--- config.mk ---
export PLATFORM = sky130hd
export DESIGN_NAME = sprite_fetch_ctrl
export DESIGN_NICKNAME = d
export VERILOG_FILES = /design/src/rtl/sprite_fetch_ctrl.sv
export SDC_FILE = /design/constraint.sdc
export NUM_CORES = 1
export LEC_CHECK = 0
export ABC_AREA = 1
export BUFFER_PORTS_ARGS = -buffer_cell sky130_fd_sc_hd__buf_2
export CORE_ASPECT_RATIO = 0.8
export CORE_MARGIN = 2
export CORE_UTILIZATION = 30
export CTS_CLUSTER_DIAMETER = 40
export CTS_CLUSTER_SIZE = 40
export DETAILED_ROUTE_END_ITERATION = 7
export GPL_ROUTABILITY_DRIVEN = 0
export SLEW_MARGIN = 10
export SYNTH_ARGS = -nofsm -noshare
export SYNTH_HDL_FRONTEND = slang
export SYNTH_SLANG_ARGS = --single-unit
export TNS_END_PERCENT = 1
--- constraint.sdc ---
create_clock -name clk -period 17.9 [get_ports clk]
set_clock_uncertainty 0.05 [all_clocks]
set_input_delay 1.79 -clock clk [delete_from_list [all_inputs] [get_ports clk]]
set_output_delay 1.79 -clock clk [all_outputs]
set_load 0.01 [all_outputs]
--- src/rtl/sprite_fetch_ctrl.sv ---
// sprite_fetch_ctrl
// Display-side (port A) read sequencer for the shared sprite-position RAM.
// Once per frame it reads the six position words into a shadow bank. It then
// commits them to the outputs on a single edge, so the renderer never sees a
// frame that is only partly updated.
module sprite_fetch_ctrl #(
    parameter int                    WIDTH      = 16,
    parameter int                    ADDR_WIDTH = 16,
    parameter logic [ADDR_WIDTH-1:0] BASE_ADDR  = 6000,
    parameter int                    STRIDE     = 4
) (
    input  logic                  clk,
    input  logic                  reset,
    input  logic                  enable,
    input  logic                  frame_start,
    input  logic [WIDTH-1:0]      mem_q,
    output logic [ADDR_WIDTH-1:0] mem_addr,
    output logic [WIDTH-1:0]      mx,
    output logic [WIDTH-1:0]      my,
    output logic [WIDTH-1:0]      p1x,
    output logic [WIDTH-1:0]      p1y,
    output logic [WIDTH-1:0]      p2x,
    output logic [WIDTH-1:0]      p2y,
    output logic                  busy,
    output logic                  done,
    output logic                  missed
);

    typedef enum logic [1:0] {
        IDLE   = 2'd0,
        FETCH  = 2'd1,
        DRAIN  = 2'd2,
        COMMIT = 2'd3
    } state_t;

    localparam logic [2:0]            LAST_IDX  = 3'd5;
    localparam logic [ADDR_WIDTH-1:0] ADDR_STEP = ADDR_WIDTH'(STRIDE);

    state_t                r_state;
    state_t                w_nextState;
    logic [2:0]            r_idx;
    logic [ADDR_WIDTH-1:0] r_addr;
    logic                  r_capValid;
    logic [2:0]            r_capIdx;
    logic [WIDTH-1:0]      r_shadow [6];
    logic [WIDTH-1:0]      r_out    [6];
    logic                  r_done;
    logic                  r_missed;

    logic                  w_accept;
    logic                  w_fetching;
    logic                  w_lastFetch;
    logic                  w_commit;
    logic                  w_busy;

    // State register; reset aborts any sequence in flight.
    always_ff @(posedge clk or posedge reset) begin
        if (reset) begin
            r_state <= IDLE;
        end else begin
            r_state <= w_nextState;
        end
    end

    // Next-state logic and the decoded control strobes used by the datapath.
    always_comb begin
        w_nextState = r_state;
        w_busy      = (r_state != IDLE);
        w_accept    = 1'b0;
        w_fetching  = 1'b0;
        w_lastFetch = 1'b0;
        w_commit    = 1'b0;
        case (r_state)
            IDLE: begin
                if (frame_start && enable) begin
                    w_accept    = 1'b1;
                    w_nextState = FETCH;
                end
            end
            FETCH: begin
                w_fetching = 1'b1;
                if (r_idx == LAST_IDX) begin
                    w_lastFetch = 1'b1;
                    w_nextState = DRAIN;
                end
            end
            DRAIN: begin
                w_nextState = COMMIT;
            end
            COMMIT: begin
                w_commit    = 1'b1;
                w_nextState = IDLE;
            end
            default: begin
                w_nextState = IDLE;
            end
        endcase
    end

    // Word index and address generation; the address advances one stride per
    // fetch cycle and simply holds once the last word has been addressed.
    always_ff @(posedge clk or posedge reset) begin
        if (reset) begin
            r_idx  <= 3'd0;
            r_addr <= BASE_ADDR;
        end else if (w_accept) begin
            r_idx  <= 3'd0;
            r_addr <= BASE_ADDR;
        end else if (w_fetching && !w_lastFetch) begin
            r_idx  <= r_idx + 3'd1;
            r_addr <= r_addr + ADDR_STEP;
        end else if (w_fetching) begin
            r_idx  <= 3'd0;
        end
    end

    // Capture tag trails the fetch index by one cycle to match RAM read latency.
    always_ff @(posedge clk or posedge reset) begin
        if (reset) begin
            r_capValid <= 1'b0;
            r_capIdx   <= 3'd0;
        end else begin
            r_capValid <= w_fetching;
            r_capIdx   <= r_idx;
        end
    end

    // Shadow bank: each returning word lands in its slot as it arrives.
    always_ff @(posedge clk or posedge reset) begin
        if (reset) begin
            for (int k = 0; k < 6; k++) begin
                r_shadow[k] <= '0;
            end
        end else if (r_capValid) begin
            for (int k = 0; k < 6; k++) begin
                if (r_capIdx == 3'(k)) begin
                    r_shadow[k] <= mem_q;
                end
            end
        end
    end

    // Visible positions change only on the commit edge, all six together.
    always_ff @(posedge clk or posedge reset) begin
        if (reset) begin
            for (int k = 0; k < 6; k++) begin
                r_out[k] <= '0;
            end
        end else if (w_commit) begin
            for (int k = 0; k < 6; k++) begin
                r_out[k] <= r_shadow[k];
            end
        end
    end

    // Single-cycle status pulses: commit finished, or a frame start was dropped.
    always_ff @(posedge clk or posedge reset) begin
        if (reset) begin
            r_done   <= 1'b0;
            r_missed <= 1'b0;
        end else begin
            r_done   <= w_commit;
            r_missed <= frame_start && w_busy;
        end
    end

    assign mem_addr = r_addr;
    assign mx       = r_out[0];
    assign my       = r_out[1];
    assign p1x      = r_out[2];
    assign p1y      = r_out[3];
    assign p2x      = r_out[4];
    assign p2y      = r_out[5];
    assign busy     = w_busy;
    assign done     = r_done;
    assign missed   = r_missed;

endmodule

## Word level (Yosys, flattened, before mapping)

Index checks and enable logic that the tools add are counted.

- Equal/unequal tests: 11
- Muxes and demuxes: 14
- Reductions and logical operators: 16
- Add/subtract/negate cells: 2

Operators with widths:

| operator | number |
|---|---|
| 16-bit two-way mux | 2 |
| 16-bit by 3-bit adder with 16-bit output, second input constant | 1 |
| 2-bit AND reduction | 7 |
| 3-bit == test, second input constant | 3 |
| 3-bit two-way mux | 3 |
| 2-bit case mux with 4 select lines | 1 |
| 3-bit by 2-bit == test with 1-bit output, second input constant | 2 |
| 1-bit two-way mux | 6 |
| 2-bit == test, second input constant | 2 |
| 2-bit two-way mux | 2 |
| 2-bit != test, second input constant | 2 |
| 2-bit nonzero test | 2 |
| 3-bit by 1-bit adder with 3-bit output, second input constant | 1 |
| 3-bit by 1-bit == test with 1-bit output, second input constant | 1 |
| 1-bit logical AND | 3 |
| 3-bit logical NOT | 1 |
| 3-bit nonzero test | 1 |
| 2-bit by 1-bit == test with 1-bit output, second input constant | 1 |
| 2-bit logical NOT | 1 |
| 1-bit logical NOT | 1 |

- Input port bits: 20
- Register bits after elaboration: 219
- Word-level logic and storage cells: 62
- Output and inout port bits: 115

## Depth between registers and ports, before layout

Gate-level depths: netlist (run 1).

- Word-level depth: 7
- Mapped depth: 10
- Mapped depth without buffers: 10

## Worst setup path after synthesis (run 1)

Ideal clock, no wire load.

- Path type: flip-flop to output port
- Start: reg r_state[0]
- End: out busy
- Required time: 16060 ps
- Data arrival time: 738 ps
- Path buffers: 0
- Stages on the path, launching flop included: 4
- Path slack: 15322 ps
- Cell sequence: dfrtp_1 > inv_1 > ha_1 > inv_1

- Word-level cells in the longest chain between the ends: 1

Ends and longest elaborated chain:

| element | line | source |
|---|---|---|
| start, declared | 39 | `state_t r_state;` |
| start signal, assigned | 61 | `r_state <= w_nextState;` |
| 2-bit nonzero test | 68 | `w_busy = (r_state != IDLE);` |
| end, declared | 24 | `output logic busy,` |

Every way passes these cells.

## Final worst setup path (run 1)

- Start: reg r_state[1]
- End: out busy

Same word-level chain as after synthesis.

==> metrics, run 1 <==
Initial Util=30.30%; post-synthesis compound-gate area fraction=6.956%; RSZ-0062 raised after global routing=no; Via density=4.433; CP max stage delay=430 ps; commonest cells after routing, fill and taps aside=210 x dfrtp_1, 132 x buf_2, 130 x nand2_1; Row Count=55; vias in the first global route=5,220; Pleak=4.845 nW; main combinational cell family by area after synthesis=multiplexers; worst flop-to-flop path startpoint=r_state[0]$_DFFE_PP0P_; P per Cell Area=195.6 nW/um^2; post_cts resized=0; share of cells above drive strength 1=35.75%; RR Endpoint=my[13]$_DFFE_PP0P_; Simple-Gate Fraction of Synth Area=8.618%; leading cell type in the layout, fill and taps excluded=dfrtp_1; router iterations before antenna repair=4; Layout Area Growth over Synthesis=21.49%; WP data required=16,060 ps; routed vias=5,373; Die H=154.6 um; clk_lat worst skew=520 ps; CP top delay family=flip-flops; Yosys cell types=29; Synth top area share=61.76%; largest net degree at the start of global routing=139; Post-Synth XOR/XNOR Area=0%; CTS HTree Levels=1; most frequent CP cell=inv_1; clock slew at the register clock pins of the worst setup and hold paths=60 ps; Antenna Cells=0; WP buf/inv=3; post-DP HPWL=12,930 um; Hold EP=r_capIdx[1]$_DFF_PP0_; hold_sp=r_idx[1]$_DFFE_PP0P_; area share of fa/ha/maj cells after synthesis=1.029%; dominant cell type by area after synthesis=dfrtp_1; flop2flop setup slack=15,380 ps; post-cts hold buffer count=0; Startpoint Class=register; Total Power=2.022 mW; Clock Sink Count=217; total I/O pin count=135; final setup fails=0; TritonCTS clock tree=built; ranking of synthesized cells by area=dfrtp_1 62%, mux2_2 7.4%, mux2_4 7.1%; final antenna-violating net count=0; Setup Fix Bufs, Post-CTS=0; Ys Warns=0; Max Fanout on Critical Path=4; initial antenna violation count=0; Crit-path slowest cell=dfrtp_1; Worst Setup End Kind=output pin; Post-Synthesis Cells=687; first-pass GRT wire length=31,780 um; worst path cell trace=inv_1 > ha_1 > inv_1 > buf_2; Max transition margin=22.01%; critical path class=reg2out; Initial DRC Count=321; GR Overflow Total=0; final hold vios=0; setup_tns=0 ps; Remaining DRCs=0; core area=28,080 sq um; CTS buffer count=28; Post-Route WL=20,110 um; DR WL/cell=16.59 um; crit path DAT=1500 ps; PortBufs=132; Worst Tran Pin Value=1167 ps; mux share of post-synthesis cell area=14.47%; Die ar.=29,730 sq um; Root Driver=clkbuf_16; hold-critical path depth=0; Max Cap Viol=0; Levels on crit path=4; Mapped Area=8508 sq um; dpl cell area=9399 sq um; fin crit share=18.68%; Highest Clock Rate=299.0 MHz; GRT Total Usage=13.85%; Clock Path Buffers=3; min cycle time layout=3344 ps; fin area=10,340 sq um; FF+latch count, synth=217; Avg Inst Size Synth=12.38 sq um; Nets=847; Seq/Total Area, Yosys=63.93%; maximum VDD drop=79.95 uV; status=finished clean; worst r2r path cells=3; max-slew violation count=0; Die X=192.3 um; Hold Path Class=reg2reg
## report_power, final
part | switching [mW] | internal [mW] | total, mW
registers | 0.135 | 0.719 | 0.854
logic | 0.305 | 0.314 | 0.619
clock network | 0.228 | 0.320 | 0.548
total | 0.669 | 1.35 | 2.02
## state kept, by name, summed over array words and instances, names as in the netlist, 2 cells and up
name	cells
p1y	16
r_shadow	96
r_state	2
r_capIdx	3
r_idx	3
p1x	16
mx	16
my	16
p2x	16
p2y	16
mem_addr	14
## how the worst max path moves through the flow
stage,startpoint,end
3_5_place_dp,reset,p2y[7]$_DFFE_PP0P_
6_report,r_state[1]$_DFFE_PP0P_,busy
3_3_place_gp,reset,p2y[7]$_DFFE_PP0P_
2_1_floorplan,reset,done$_DFF_PP0_
4_1_cts,r_state[1]$_DFFE_PP0P_,busy
5_1_grt,reset,r_shadow[78]$_DFFE_PP0P_
## routing by layer
layer | global-route usage, % | up-vias | wire, um
met5 | 0 | - | 0
met4 | 2.944 | 0 | 318
met3 | 3.608 | 29 | 1473
met2 | 20.38 | 157 | 8520
met1 | 20.44 | 2631 | 9795
li1 | - | 2556 | -
## Yosys cell counts
| library cell | count |
|---|---|
| o21ai_1 | 78 |
| nor3_1 | 1 |
| buf_6 | 5 |
| buf_4 | 4 |
| nor2_1 | 19 |
| o22ai_1 | 1 |
| o21ai_0 | 32 |
| nor2_4 | 2 |
| mux2_4 | 40 |
| a21oi_1 | 7 |
| conb_1 | 1 |
| mux2_2 | 56 |
| buf_2 | 17 |
| nand3b_1 | 1 |
| nand4_1 | 1 |
| nand2_1 | 130 |
| nor2_2 | 2 |
| nand3_2 | 3 |
| nand2_2 | 4 |
| buf_8 | 1 |
| ha_1 | 7 |
| dfrtp_1 | 210 |
| dfstp_2 | 7 |
| nand3_1 | 13 |
| buf_12 | 4 |
| clkinv_1 | 1 |
| inv_1 | 37 |
| clkbuf_2 | 1 |
| inv_2 | 2 |
## logic make-up after synthesis
logic type      count (synthesis)
flops                         217
simple gates                  176
compound gates                118
mux                            96
buf+inv                        72
fa+ha+maj                       7
other cells                     1
## layout make-up
type / count / area [sq um]
Fill cell: 2795 / 17740
Multi-Input combinational cell: 399 / 2664
Inverter: 40 / 157.7
Sequential cell: 217 / 5439
Clock inverter: 20 / 200.2
Timing Repair Buffer: 134 / 675.6
Clock buffer: 32 / 737.0
Tap cell: 370 / 462.9
## through the flow
step                util (%)  hold slack (ps)  worst slack, ps  cells
detailed placement     33.48            357.1            14110   1160
global placement       33.48            339.1            14120   1160
floorplan                  -            327.5            10140    688
global route           36.81            384.3            14390   1212
CTS                    36.81            371.6            14550   1212
finish                 36.81            372.6            14560   1212
Power figures use the tool's default switching activity.
==> run 2: changes to the inputs <==
Clock period 17.9 ns to 2.8 ns, I/O delays scaled along.
==> run 2 against run 1 <==
Die area unchanged. Critical path depth unchanged. Non-clock buffer count increased by 11. Sequential cell count unchanged. Design area increased by 2.4%. First-iteration DRC count decreased by 2.5%. Power increased to 6.6 times the previous value. Sequential share of layout area decreased by 1.2 points. Register-to-register slack got worse by 14000 ps.
==> metrics, run 2 (synthesis results as in run 1) <==
fin area=10,580 sq um; final setup fails=0; Worst Tran Pin Value=718.1 ps; Layout Area Growth over Synthesis=24.40%; Net Sw Frac=33.38%; GR Overflow Total=0; Post-Route WL=20,730 um; flop2flop setup slack=950 ps; hold_sp=mem_q[15]; router iterations before antenna repair=4; Initial DRC Count=313; share of cells above drive strength 1=36.84%; Hold Path Class=in2reg; number of flip-flops in the largest register=96; routed vias=5,460; Highest Clock Rate=524.4 MHz; DR WL/cell=16.90 um; Max transition margin=52.01%; min cycle time layout=1907 ps; Die ar.=29,730 sq um; Row Count=55; Root Driver=clkbuf_16; Internal=8.936 mW; final hold vios=0; Max Fanout on Critical Path=4; max-slew violation count=0; worst setup path end=busy; sequential power share=40.9%; crit path from=r_state[0]$_DFFE_PP0P_; Gate power share=29.9%; final antenna-violating net count=0; total I/O pin count=135; fin crit share=68.10%; initial antenna violation count=1; clock slew at the register clock pins of the worst setup and hold paths=70 ps; RR Endpoint=p2x[0]$_DFFE_PP0P_; Startpoint Class=register; critical path class=reg2out; core area=28,080 sq um; Remaining DRCs=0; post_cts resized=0; clk_lat worst skew=550 ps; commonest cells after routing, fill and taps aside=210 x dfrtp_1, 132 x buf_2, 130 x nand2_1; largest net degree at the start of global routing=76; Psw=4.478 mW; first-pass GRT wire length=32,300 um; TritonCTS clock tree=built; dpl cell area=9513 sq um; Die H=154.6 um; Die X=192.3 um; worst r2r path cells=3; clock share of power=29.2%; GRT Total Usage=14.23%; crit path DAT=1580 ps; Initial Util=30.30%; leading cell type in the layout, fill and taps excluded=dfrtp_1; WP data required=2470 ps; PortBufs=132; status=finished clean; most flop-heavy register=r_shadow; Worst Setup End Kind=output pin; P per Cell Area=1267 nW/um^2; worst flop-to-flop path startpoint=r_state[0]$_DFFE_PP0P_; Max Cap Viol=0; Clock Path Buffers=3; Nets=859; RSZ-0062 raised after global routing=no; vias in the first global route=5,401; Via density=4.450; post-DP HPWL=13,650 um; Clock Sink Count=217; maximum VDD drop=522.3 uV; Pleak=4.957 nW; setup_tns=0 ps; hold slack final=88.48 ps; CTS HTree Levels=1; CTS buffer count=29
==> run 2: metrics by stage <==
step	util (%)	power (mW)	instances	worst slack, ps
after floorplan	-	8.208	688	-350.4
after global routing	37.68	14.33	1225	814.3
after global placement	33.88	9.474	1169	967.4
after CTS	37.68	13.58	1225	884.4
final	37.70	13.41	1227	893.2
after detailed placement	33.88	9.602	1169	936.4
==> run 2: final cells by class <==
cell class / count / area, sq um
Timing Repair Buffer: 145 / 813.3
Inverter: 40 / 153.9
Antenna cell: 2 / 5.005
Clock buffer: 29 / 725.7
Fill cell: 2751 / 17490
Multi-Input combinational cell: 399 / 2664
Clock inverter: 25 / 320.3
Sequential cell: 217 / 5439
Tap cell: 370 / 462.9
==> run 2: power groups by stage <==
stage          sequential [mW]  clock, mW  combinational, mW
6_report                  5.48       3.92               4.01
3_5_place_dp              5.53          0               4.08
4_1_cts                   5.49       4.00               4.09
5_1_grt                   5.68       4.16               4.50
3_3_place_gp              5.50          0               3.97
2_1_floorplan             5.62          0               2.59
==> run 2: per-layer routing <==
layer	part of all wire [%]	track usage (%)
met1	51	22.03
met5	0	0
met3	7.9	4.175
met2	40	19.61
met4	1.5	2.581
==> run 2: repair_timing <==
item / 4_1_cts / 5_1_grt
hold endpoints to repair: 19 / 0
buffers inserted: 0 / 0
hold buffers: 2 / 0
==> run 2: worst min-delay path by stage <==
stage               depth (start not counted)                       end
global placement                            0     r_capIdx[1]$_DFF_PP0_
floorplan                                   0     r_capIdx[1]$_DFF_PP0_
detailed placement                          0     r_capIdx[1]$_DFF_PP0_
finish                                      3  r_shadow[79]$_DFFE_PP0P_
CTS                                         3  r_shadow[79]$_DFFE_PP0P_
global route                                3  r_shadow[47]$_DFFE_PP0P_
==> run 2: critical path, cell delays in order (launching register included) <==
cell	delay (ps)
dfrtp_1	420
inv_1	120
ha_1	270
inv_1	80
buf_2	140
==> run 3: changes to the inputs <==
Settings changed: ABC_AREA 1 to 0.
Clock period 2.8 ns to 1.8 ns, I/O delays scaled along.
==> run 3 against run 2 <==
Sequential power rose by 57%. Critical path depth rose by 1. Largest cell class unchanged. Cell count fell by 10%. Synthesized cell count fell by 23%. Power rose by 59%. Combinational power rose by 73%. Via count fell by 11%. Design area rose by 3.5%. Register-to-register slack got worse by 820 ps. Sequential share of layout area fell by 1.7 points. Die area fell by 0.73%. Global-route usage fell by 1.8 points.
==> metrics, run 3 <==
clock share of power=27.0%; crit path from=r_state[0]$_DFFE_PP0P_; Layout Area Growth over Synthesis=29.68%; Pleak=4.971 nW; Worst Tran Pin Value=558.7 ps; Max Fanout on Critical Path=5; Nets=741; Total Power=21.32 mW; maximum VDD drop=868.1 uV; Internal=14.77 mW; Root Driver=clkbuf_16; Clock Sink Count=217; Post-Route WL=18,040 um; Die H=154.1 um; worst flop-to-flop path startpoint=r_state[1]$_DFFE_PP0P_; post-DP HPWL=12,090 um; largest net degree at the start of global routing=73; sequential power share=40.5%; critical path class=reg2out; Gate power share=32.5%; total I/O pin count=135; hold slack final=32.63 ps; core area=27,500 sq um; most frequent cells after synthesis=210 x dfrtp_1, 182 x mux2_2, 15 x buf_2; Hold EP=mem_addr[10]$_DFFE_PP1P_; hold_sp=enable; Highest Clock Rate=578.0 MHz; Hold Path Class=in2reg; share of cells above drive strength 1=57.82%; Synth top area share=62.23%; PortBufs=132; fin crit share=96.12%; DR WL/cell=16.42 um; Yosys cell types=39; P per Cell Area=1947 nW/um^2; crit path DAT=1500 ps; RSZ-0062 raised after global routing=no; Initial Util=30.71%; status=finished clean; initial antenna violation count=0; leading cell type in the layout, fill and taps excluded=dfrtp_1; Initial DRC Count=158; async set-reset flop share out of synthesis=100.0%; dominant cell type by area after synthesis=dfrtp_1; Remaining DRCs=0; Die ar.=29,510 sq um; GR Overflow Total=0; GRT Total Usage=12.40%; RR Endpoint=mem_addr[13]$_DFFE_PP0P_; Max Cap Viol=0; max-slew violation count=0; Post-synth EDFFs=0; hold-critical path depth=4; FF+latch count, synth=217; vias in the first global route=5,102; top_reg_cell synth=dfrtp_1; Final Non-Filler Cells=1,099; flop2flop setup slack=130 ps; Clock Path Buffers=3; Via density=4.425; Avg Inst Size Synth=15.96 sq um; most common cell in the netlist=dfrtp_1; WP data required=1570 ps; Seq/Total Area, Yosys=64.41%; Psw=6.550 mW; commonest cells after routing, fill and taps aside=210 x dfrtp_1, 182 x mux2_2, 132 x buf_2; ranking of synthesized cells by area=dfrtp_1 62%, mux2_2 24%, dfstp_2 2.2%; TritonCTS clock tree=built; final hold vios=0; Ys Warns=0; Antenna Cells=0; final antenna-violating net count=0; Startpoint Class=register; Die X=191.6 um; Setup Fix Bufs, Post-CTS=0; CTS HTree Levels=1; final setup fails=0; worst r2r path cells=6; Post-Synthesis Cells=529; Worst Setup End Kind=output pin; number of flip-flops in the largest register=96; clock slew at the register clock pins of the worst setup and hold paths=50 ps; DP Cell Count=1,030; Max transition margin=62.75%; Net Sw Frac=30.73%; routed vias=4,863; Mapped Area=8444 sq um; most flop-heavy register=r_shadow; first-pass GRT wire length=29,090 um; clk_lat worst skew=530 ps; router iterations before antenna repair=4; CTS buffer count=28; min cycle time layout=1730 ps; Row Count=54
## run 3: layer usage
layer / wire length [um] / vias to the layer above / GRT usage, % / share of wire, %
met5: 0 / - / 0 / 0
met4: 333 / 0 / 2.784 / 1.8
met3: 888 / 27 / 2.785 / 4.9
met2: 7941 / 107 / 18.77 / 44
met1: 8881 / 2489 / 18.07 / 49
li1: - / 2240 / - / -
## run 3: worst max path at each step
stage,end
finish,busy
global route,busy
CTS,busy
detailed placement,mem_addr[13]$_DFFE_PP0P_
global placement,mem_addr[13]$_DFFE_PP0P_
floorplan,done$_DFF_PP0_
## run 3: timing repair
item	in CTS	in global routing
pin swaps	0	2
hold endpoints to repair	307	0
gates resized for setup	3	7
hold buffers	18	0
endpoints found under the setup margin	3	7
## run 3: kinds of logic (layout without fill, tap and decap cells)
| group | after synthesis | in the layout | share of synthesized area (%) |
|---|---|---|---|
| other | 1 | 2 | 0.04441 |
| buffers and inverters | 29 | 234 | 1.985 |
| multiplexers | 194 | 194 | 26.29 |
| flip-flops | 217 | 217 | 64.41 |
| adder cells (fa/ha/maj) | 7 | 7 | 1.037 |
| XOR/XNOR | 6 | 6 | 0.6223 |
| AO/OA/AOI/OAI | 18 | 18 | 1.289 |
| AND/OR/NAND/NOR | 57 | 57 | 4.327 |
## run 3: power by group through the flow
stage / logic (mW) / registers (mW) / clock network, mW
floorplan: 4.08 / 8.96 / 0
global placement: 6.81 / 8.68 / 0
detailed placement: 6.92 / 8.74 / 0
CTS: 7.01 / 8.67 / 5.94
global route: 7.59 / 9.00 / 6.16
finish: 6.92 / 8.63 / 5.76
## run 3: per-stage QoR
step / setup slack [ps] / area, sq um / TNS [ps] / util [%]
floorplan: -1250 / 8452 / -266250 / -
finish: 69.82 / 10950 / 0 / 39.82
global placement: 49.22 / 9742 / 0 / 35.43
CTS: -3.830 / 10920 / -3.830 / 39.71
global route: 1.747 / 10950 / 0 / 39.82
detailed placement: -10.42 / 9742 / -13.19 / 35.43
## run 3: area by class of cell
type                            count  area (sq um)
Sequential cell                   217          5439
Clock inverter                     23         286.5
Timing Repair Buffer              178          1155
Tap cell                          364         455.4
Clock buffer                       28         700.7
Inverter                            5         22.52
Fill cell                        2579         16550
Multi-Input combinational cell    284          2892
## run 3: critical path: stages, from the launching register on
cell and delay [ps]:
dfrtp_1 420, buf_6 150, inv_2 70, ha_4 150, inv_1 50, buf_2 130
